`config.mk`:
```
export PLATFORM = sky130hd
export DESIGN_NAME = register_file
export DESIGN_NICKNAME = d
export VERILOG_FILES = /design/src/rtl/register_file.sv
export SDC_FILE = /design/constraint.sdc
export NUM_CORES = 2
export LEC_CHECK = 0
export CAP_MARGIN = 20
export CORE_MARGIN = 2
export CORE_UTILIZATION = 35
export CTS_CLUSTER_DIAMETER = 50
export DETAILED_ROUTE_END_ITERATION = 16
export GPL_ROUTABILITY_DRIVEN = 0
export GPL_TIMING_DRIVEN = 0
export MAX_ROUTING_LAYER = met4
export PLACE_DENSITY = 0.51
export SLEW_MARGIN = 20
export SYNTH_ARGS = -nofsm -noshare
export SYNTH_HDL_FRONTEND = slang
export SYNTH_SLANG_ARGS = --single-unit
```
`constraint.sdc`:
```
create_clock -name clk -period 8.9 [get_ports clk]
set_input_delay 1.335 -clock clk [delete_from_list [all_inputs] [get_ports clk]]
set_output_delay 1.335 -clock clk [all_outputs]
set_load 0.02 [all_outputs]
```
`src/rtl/register_file.sv`:
```
// 32 x DATA_WIDTH register file: two combinational read ports, one synchronous write port, x0 reads zero.
// Optional write-first bypass on the read ports when REGFILE_BYPASS_EN is defined.
module register_file #(
    parameter int DATA_WIDTH = 32,
    parameter int ADDR_WIDTH = 5
) (
    input  logic                  clk,
    input  logic                  rst,
    input  logic [ADDR_WIDTH-1:0] A1,
    input  logic [ADDR_WIDTH-1:0] A2,
    input  logic [ADDR_WIDTH-1:0] A3,
    input  logic                  WE3,
    input  logic [DATA_WIDTH-1:0] WD3,
    output logic [DATA_WIDTH-1:0] RD1,
    output logic [DATA_WIDTH-1:0] RD2
);
    localparam int DEPTH = 2 ** ADDR_WIDTH;

    logic [DATA_WIDTH-1:0] regs_reg [DEPTH];
    logic [DATA_WIDTH-1:0] rd1_next;
    logic [DATA_WIDTH-1:0] rd2_next;

    genvar gi;
    generate
        for (gi = 0; gi < DEPTH; gi++) begin : gen_entry
            if (gi == 0) begin : gen_zero
                // x0 is a constant-zero flop so the read mux needs no special case for index 0.
                always_ff @(posedge clk) begin
                    regs_reg[gi] <= '0;
                end
            end else begin : gen_reg
                always_ff @(posedge clk) begin
                    if (!rst) begin
                        regs_reg[gi] <= '0;
                    end else if (WE3 && (A3 == ADDR_WIDTH'(gi))) begin
                        regs_reg[gi] <= WD3;
                    end
                end
            end
        end
    endgenerate

    always_comb begin
        rd1_next = regs_reg[A1];
        rd2_next = regs_reg[A2];
`ifdef REGFILE_BYPASS_EN
        if (WE3 && (A3 != '0) && (A1 == A3)) begin
            rd1_next = WD3;
        end
        if (WE3 && (A3 != '0) && (A2 == A3)) begin
            rd2_next = WD3;
        end
`else
`endif
    end

    // Outputs are held at zero during reset so the ALU sees A=B=0.
    assign RD1 = rst ? rd1_next : '0;
    assign RD2 = rst ? rd2_next : '0;

endmodule

```
==> qor.tcl <==
set qor(place.port_buffers) 106
set qor(largest_register_ffs) 992
set qor(routing_usage_on_met1_pct) 38.7
set qor(post_detailed_route_count_of_antenna_violating_nets) 0
set qor(detail_route.iter0.violations) 5023
set qor(postSynth.topFlopCell) {edfxtp_1}
set qor(core-area_mm2) 0.152
set qor(max-slew-margin-rel_pct) 13.8
set qor(grt_pass1_wl_um) 302000
set qor(synthTopCellsByArea) {edfxtp_1 (56%), mux4_2 (19%), and2_1 (12%)}
set qor(post_synth_inst_count) 3554
set qor(detailedPlacementHpwl_um) 162000
set qor(post-route-drc-count) 0
set qor(fin_nets) 3913
set qor(hold_viol_final) 0
set qor(highest_achievable_clock_rate_mhz) 131
set qor(drt_pass1_iterations) 6
set qor(synth-edff-count) 992
set qor(wire_per_inst_um) 37.2
set qor(postCtsSetupRepairBufs) 0
set qor(grt_util_all_layers_pct) 29.3
set qor(drive_above_1_share_pct) 24.1
set qor(setup-violations-final) 0
set qor(powerDensity_mw_per_mm2) 201
set qor(design_area_mm2) 0.0638
set qor(synth.cells.most_frequent) {and2_1 (992), edfxtp_1 (992), mux4_2 (443), clkbuf_1 (282), mux2i_1 (174)}
set qor(finalHoldWorstSlack_ps) 1370
set qor(crit_arrival_ps) 6300
set qor(tns_ps) 0
set qor(crit_type) {in2out}
set qor(final_util_pct) 42.0
set qor(synth_fp_nets) 3604
set qor(cts_num_sinks) 992
set qor(cts_max_level) 4
set qor(postSynthRegisterBits) 992
set qor(finalCriticalPeriod_ps) 7630
set qor(synthAdderAreaFrac_pct) 0
set qor(result_of_the_run) {complete, no violations}
set qor(cts_buffer_depth) 3
set qor(maximum_number_of_pins_on_one_net_before_global_route_repair) 20
set qor(netlist.area_leader.share_pct) 55.7
set qor(vias_per_cell) 5.98
set qor(synthSimpleGateAreaFrac_pct) 13.5
set qor(power.switching_uw) 3350
set qor(busiest_grt_layer) {met2}
set qor(ys_async_sr_fraction_pct) 0
set qor(ys.warnings.count) 0
set qor(design.die.area_mm2) 0.156
set qor(tritoncts) {yes}
set qor(power.ir.vdd_worst_mv) 0.199
set qor(grt_setup_unrepaired) {false}
set qor(met3_usage_pct) 6.18
set qor(vias) 35948
set qor(share_comb_of_total_power_pct) 13.2
set qor(synthXorXnorAreaFrac_pct) 0
set qor(swShare_pct) 26.1
set qor(critical_path.max_fanout) 11
set qor(syn_avg_cell_area_um2) 15.0
set qor(yosys-mux-area-fraction_pct) 23.3
set qor(post_cts_hold_buffer_count) 0
set qor(die_x_um) 395
set qor(worst_slew_pin_slew_ps) 1290
set qor(cellInternalPower_uw) 9470
set qor(cts_buffers) 134
set qor(holdPathStages) 2
set qor(final_max_slew_viol_count) 0
set qor(worstHoldPathType) {in2reg}
set qor(cp-start-kind) {primary input}
set qor(mappedNetlistArea_mm2) 0.0535
set qor(grt_overflow_total) 0
set qor(cap_violations) 0
set qor(synth_area_leader_cell) {edfxtp_1}
set qor(synthDistinctLibCells) 38
set qor(cts-root-buf) {clkbuf_16}
set qor(seq_power_share_pct) 43.3
set qor(die_height_um) 395
set qor(clkTransAtPathRegs_ps) 50
set qor(global_route.usage.met2_pct) 43.2
set qor(post_dp_cell_area_mm2) 0.0592
set qor(wl_um) 224000
set qor(required_ps) 7570
set qor(layout_worst_path_cycle_share_pct) 85.7
set qor(pwr-share-clk_pct) 43.6
set qor(grt_antenna_before_repair) 15
set qor(flow.area_growth_from_synthesis_pct) 19.3
set qor(fin_total_pwr_uw) 12800
set qor(initial_utilization_pct) 35.2
set qor(postCtsResizedCells) 0
set qor(synth_top_family_by_area) {multiplexers}
set qor(synth_compound_area_share_pct) 4.34
set qor(placementRows) 143
set qor(floorplan.io_pins) 114
set qor(synth_seq_area_share_pct) 55.7
set qor(worst_setup_path_end_kind) {primary output}
set qor(total_leakage_power_uw) 0.0219
set qor(grt_pass1_vias) 36003
[logic make-up (layout without fill, tap and decap cells)]
kind of cell	after synthesis	in the layout
flops	992	992
buf+inv	395	811
mux	681	681
simple gates	1197	1197
compound gates	289	289
other cells	0	8
[layer usage]
layer | up-vias | wire length [um] | part of all wire [%]
li1 | 14357 | - | -
met1 | 18909 | 90100 | 40
met2 | 2228 | 100000 | 45
met3 | 454 | 21400 | 9.6
met4 | 0 | 11700 | 5.3
met5 | - | 0 | 0
[placed cells by master (no fill, tap or decap), types with 31 or more instances in the layout]
| cell type | n |
|---|---|
| a21oi_1 | 36 |
| a22o_1 | 33 |
| buf_16 | 63 |
| clkdlybuf4s50_1 | 106 |
| clkbuf_16 | 140 |
| nor2b_1 | 69 |
| and2_1 | 992 |
| buf_2 | 80 |
| mux4_2 | 443 |
| mux2_2 | 64 |
| mux2i_1 | 174 |
| nand2_1 | 42 |
| clkbuf_1 | 286 |
| o21ai_4 | 31 |
| edfxtp_1 | 992 |
| nor2_1 | 36 |
[critical path: stages]
cell and delay, ps:
clkdlybuf4s50_1 640, buf_4 320, buf_2 490, buf_2 680, nand3_1 900, clkbuf_1 570
o221ai_1 350, a21oi_1 180, o21a_1 240, clkdlybuf4s50_1 550
[final timing paths]
path	start	endpoint	slack, ps
max	A2[1]	RD2[6]	1270
min	WD3[2]	regs_reg[6][2]	1370
[cell type report]
class                   count  area (um^2)
repair buffers            173         2850
flip-flops and latches    992        29800
plain buffers             394         1710
clock buffers             160         3580
fillers                 13705        88100
well taps                2030         2540
clock inverters            83          930
multi-input cells        2167        22300
diodes                      8         20.0
inverters                   1         3.75
[per-stage QoR]
stage	setup WS, ps	std cells
global route	1430	6002
global placement	-659	5690
floorplan	4420	3554
CTS	1530	5999
detailed placement	1530	5756
finish	1270	6008
[power groups by stage]
stage / Sequential [uW] / Clock [uW] / Combinational [uW]
3_5_place_dp: 5640 / 0 / 1660
6_report: 5550 / 5590 / 1690
2_1_floorplan: 5590 / 0 / 890
5_1_grt: 5570 / 5780 / 1720
4_1_cts: 5540 / 5610 / 1670
3_3_place_gp: 5680 / 0 / 1530
Power figures use the tool's default switching activity.
